<file path="src/rtl/pipe_stage_reg.sv">
// pipe_stage_reg: elastic pipeline register with flush, bubble control word and optional 2-entry skid buffer
module pipe_stage_reg #(
    parameter int                CTRL_W      = 16,
    parameter int                DATA_W      = 64,
    parameter int                PC_W        = 32,
    parameter int                SKID        = 1,
    parameter logic [CTRL_W-1:0] BUBBLE_CTRL = '0
) (
    input  logic              clk,
    input  logic              rst,
    input  logic              flush,
    input  logic              in_valid,
    output logic              in_ready,
    input  logic [CTRL_W-1:0] in_ctrl,
    input  logic [DATA_W-1:0] in_data,
    input  logic [PC_W-1:0]   in_pc,
    output logic              out_valid,
    input  logic              out_ready,
    output logic [CTRL_W-1:0] out_ctrl,
    output logic [DATA_W-1:0] out_data,
    output logic [PC_W-1:0]   out_pc,
    output logic [1:0]        occupancy
);
    localparam int W = CTRL_W + DATA_W + PC_W;
    logic         main_v_q, main_v_d, skid_v_q, skid_v_d, rdy_q, rdy_d, accept, retire;
    logic [W-1:0] main_q, main_d, skid_q, skid_d, in_word;
    logic [1:0]   occ_q, occ_d;
    assign in_word = {in_ctrl, in_data, in_pc};
    always_comb begin
        in_ready = (SKID != 0) ? rdy_q : (!main_v_q | out_ready);
        accept   = in_valid & in_ready;
        retire   = main_v_q & out_ready;
        main_v_d = main_v_q;
        main_d   = main_q;
        skid_v_d = skid_v_q;
        skid_d   = skid_q;
        // main refills from skid first to keep FIFO order
        if (!main_v_q || retire) begin
            main_v_d = skid_v_q | accept;
            main_d   = skid_v_q ? skid_q : (accept ? in_word : main_q);
            skid_v_d = 1'b0;
        end else if (accept) begin
            skid_v_d = 1'b1;
            skid_d   = in_word;
        end
        if (flush) begin
            main_v_d = 1'b0;
            skid_v_d = 1'b0;
            main_d   = '0;
        end
        rdy_d = !skid_v_d;
        occ_d = {1'b0, main_v_d} + {1'b0, skid_v_d};
    end
    always_ff @(posedge clk) begin
        if (rst) begin
            main_v_q <= 1'b0;
            skid_v_q <= 1'b0;
            main_q   <= '0;
            skid_q   <= '0;
            rdy_q    <= 1'b1;
            occ_q    <= '0;
        end else begin
            main_v_q <= main_v_d;
            skid_v_q <= skid_v_d;
            main_q   <= main_d;
            skid_q   <= skid_d;
            rdy_q    <= rdy_d;
            occ_q    <= occ_d;
        end
    end
    assign out_valid = main_v_q;
    assign out_ctrl  = main_v_q ? main_q[W-1 -: CTRL_W] : BUBBLE_CTRL;
    assign out_data  = main_q[PC_W +: DATA_W];
    assign out_pc    = main_q[PC_W-1:0];
    assign occupancy = occ_q;
endmodule
</file>
<file path="config.mk">
export PLATFORM = sky130hd
export DESIGN_NAME = pipe_stage_reg
export DESIGN_NICKNAME = d
export VERILOG_FILES = /design/src/rtl/pipe_stage_reg.sv
export SDC_FILE = /design/constraint.sdc
export NUM_CORES = 1
export LEC_CHECK = 0
export CAP_MARGIN = 10
export CORE_MARGIN = 3
export CORE_UTILIZATION = 51
export DETAILED_ROUTE_END_ITERATION = 8
export GPL_TIMING_DRIVEN = 0
export PLACE_DENSITY = 0.78
export SKIP_LAST_GASP = 1
export SYNTH_ARGS = -nofsm -noshare
export SYNTH_HDL_FRONTEND = slang
export SYNTH_SLANG_ARGS = --single-unit
</file>
<file path="constraint.sdc">
create_clock -name clk -period 1.6 [get_ports clk]
set_input_delay 0.32 -clock clk [delete_from_list [all_inputs] [get_ports clk]]
set_output_delay 0.32 -clock clk [all_outputs]
set_load 0.01 [all_outputs]
</file>
==> impl_metrics.json <==
{
  "setup_slack_ns": -0.09815,
  "clock_skew_ns": 0.006954,
  "rsz0062_at_grt": "yes",
  "cts_tree": "yes",
  "ys_warn_count": 0,
  "ant_nets": 0,
  "dpl.hpwl_um": 19020,
  "synth_nets": 1249,
  "min_path_cells": 2,
  "hp-class": "in -> reg",
  "max-vdd-ir-drop_v": 0.0007638,
  "slew-limit-headroom": 0.5549,
  "ys_top_cells_by_count": "229 x dfxtp_1, 226 x a21oi_1, 224 x nand2_1",
  "period_needed_ns": 1.698,
  "clockBufferDepth": 3,
  "tightest_slew_ns": 0.6677,
  "grt_pass1_vias": 8511,
  "grt_antenna_before_repair": 1,
  "die_w_um": 148.5,
  "timing.fmax_mhz": 588.9,
  "htreeDepth": 1,
  "synth_ff_type": "dfxtp_1",
  "slew_violations": 0,
  "multi_input_area_um2": 4583,
  "overflow": 0,
  "cp-start-kind": "register",
  "report.final.setup_viol": 10,
  "fp-row-count": 51,
  "hold_buffers": 0,
  "r2r_start": "skid_v_q",
  "synth_most_common_cell": "dfxtp_1",
  "hp-start": "rst",
  "die_h_um": 148.5,
  "initial_core_util": 0.5252,
  "wl_per_cell_um": 16.53,
  "placed_area_um2": 13000,
  "drt-total-wl_um": 27720,
  "fillers": 1539,
  "clock_latency_ns": 0.51,
  "critPathLaunch": "out_valid",
  "grt_util_all_layers": 0.2434,
  "drc_errors": 0,
  "regArea_um2": 4594,
  "cts_buffers": 24,
  "grt_max_degree": 14,
  "dr.first_iter.drc_count": 344,
  "synthArstFlopShare": 0,
  "crit_required_ns": 1.28,
  "p_per_area_nw_per_um2": 949.2,
  "yosys.area.top_type": "dfxtp_1",
  "globalplace.congestion": 0.7954,
  "hold-worst-slack_ns": 0.1951,
  "arrival_ns": 1.38,
  "syn_inst": 1131,
  "crit_path_max_fanout": 7,
  "cts_root_buf": "clkbuf_16",
  "finalInstanceArea_um2": 13990,
  "viasPerCell": 5.203,
  "ios": 233,
  "period_share": 1.061,
  "finalHoldViolations": 0,
  "io_buffers": 231,
  "total_leakage_power_uw": 0.005425,
  "netlist_area_um2": 10350,
  "status": "finished, violations left",
  "drive_gt1_frac": 0.2458,
  "via_count": 8725,
  "area_delta_synth_final_pct": 35.10,
  "cts_sinks": 229,
  "path_class": "reg -> out",
  "core-area_um2": 19720,
  "synth_top_area_frac": 0.4427,
  "synth_seq_cells": 229,
  "synth_edf_count": 0,
  "yosysUniqueCellTypes": 22,
  "synthTopCellsByArea": "dfxtp_1 44%, a21oi_1 11%, mux2i_1 11%, a211oi_2 9.7%, nand2_1 8.1%",
  "die_area_um2": 22050,
  "violations": "negative setup slack",
  "critPathCaptureType": "primary output",
  "final_util": 0.7095,
  "grt_pass1_wl_um": 44050,
  "syn_area_per_cell_um2": 9.156,
  "path_clk_slew_ns": 0.06,
  "max_cap_viol_count": 0,
  "layout.nets": 1513,
  "reg2reg_depth": 6,
  "ys_seq_area_frac": 0.4427,
  "antenna_cells": 0,
  "drtPass1Iterations": 5
}
-- final timing paths --
kind	end	slack (ns)
worst min register to register	skid_q[68]	0.45
worst max-delay path	out_ctrl[4]	-0.1
worst max register to register	occupancy[0]	0.07
worst min-delay path	skid_v_q	0.20
-- cells in the final DEF (no fill, tap or decap) --
cell and n:
a21oi_1 224, nand2_1 224, dfxtp_1 223, buf_4 122
clkdlybuf4s50_1 115, mux2i_1 112, dlygate4sd2_1 89, a211oi_2 80
a211oi_1 32, buf_6 30, clkbuf_1 25, clkbuf_16 25
buf_2 17, clkbuf_2 17, clkbuf_4 14, and2_4 13
clkdlybuf4s15_1 9, clkinv_2 7, clkbuf_8 6, dfxtp_2 5
and2_1 4, nor2b_1 3, buf_8 2, bufinv_16 2
a21oi_2 1, nand2b_1 1, nor3_2 1, a21oi_4 1
a21o_4 1, or2_2 1, and4b_2 1, nand4b_1 1
nor4_1 1, inv_1 1, ha_1 1, dfxtp_4 1
-- per-stage QoR --
| stage | TNS [ns] | instances | total power (µW) | setup slack, ns |
|---|---|---|---|---|
| final | -0.6833 | 1677 | 13280 | -0.09815 |
| after global routing | -1.376 | 1677 | 13780 | -0.1398 |
| after CTS | -1.452 | 1675 | 13340 | -0.2157 |
| after detailed placement | -124.26 | 1627 | 7750 | -0.7505 |
| after global placement | -116.41 | 1627 | 7721 | -0.7278 |
| after floorplan | 0 | 1131 | 6973 | 0.1105 |
-- report_power, final --
| part | switching, µW | internal (µW) |
|---|---|---|
| clock network | 2220 | 3440 |
| registers | 92.4 | 5870 |
| logic | 812 | 837 |
| total | 3130 | 10200 |
-- timing repair --
action | in CTS | in global routing
gates cloned | 1 | 1
buffers inserted | 5 | 2
endpoints found under the setup margin | 311 | 205
endpoints found under the hold margin | 0 | 0
pin swaps | 4 | 4
resized for setup | 229 | 85
-- flip-flops by register name, summed over array words and instances, names as in the netlist --
signal and flops:
in_ready 1, skid_v_q 1, skid_q 112, main_q 112, occupancy 2, out_valid 1
-- critical path, cell delays in order (launching register included) --
cell     delay [ns]
dfxtp_4        0.36
buf_8          0.13
buf_6          0.11
and2_4         0.15
buf_6          0.12
-- cells by family (layout without fill, tap and decap cells) --
group,Yosys count,after routing,share of synthesized area
muxes,112,112,0.1083
adders and majority gates,1,1,0.001208
buffers and inverters,200,481,0.1206
AOI/OAI and AO/OA,339,339,0.2298
DFF,229,229,0.4427
and+or+nand+nor,250,250,0.09739
-- cell type report --
class / count / area share
plain buffers: 197 / 0.09954
clock buffers: 34 / 0.05143
clock inverters: 9 / 0.006797
inverters: 1 / 0.0002683
multi-input cells: 702 / 0.3276
flip-flops and latches: 229 / 0.3284
well taps: 265 / 0.02370
repair buffers: 240 / 0.1622
-- layer usage --
| layer | routed length (µm) | GRT usage |
|---|---|---|
| met1 | 12360 | 0.3312 |
| met2 | 13230 | 0.4003 |
| met3 | 1486 | 0.04418 |
| met4 | 622 | 0.06559 |
| met5 | 13 | 0 |
Power figures use the tool's default switching activity.
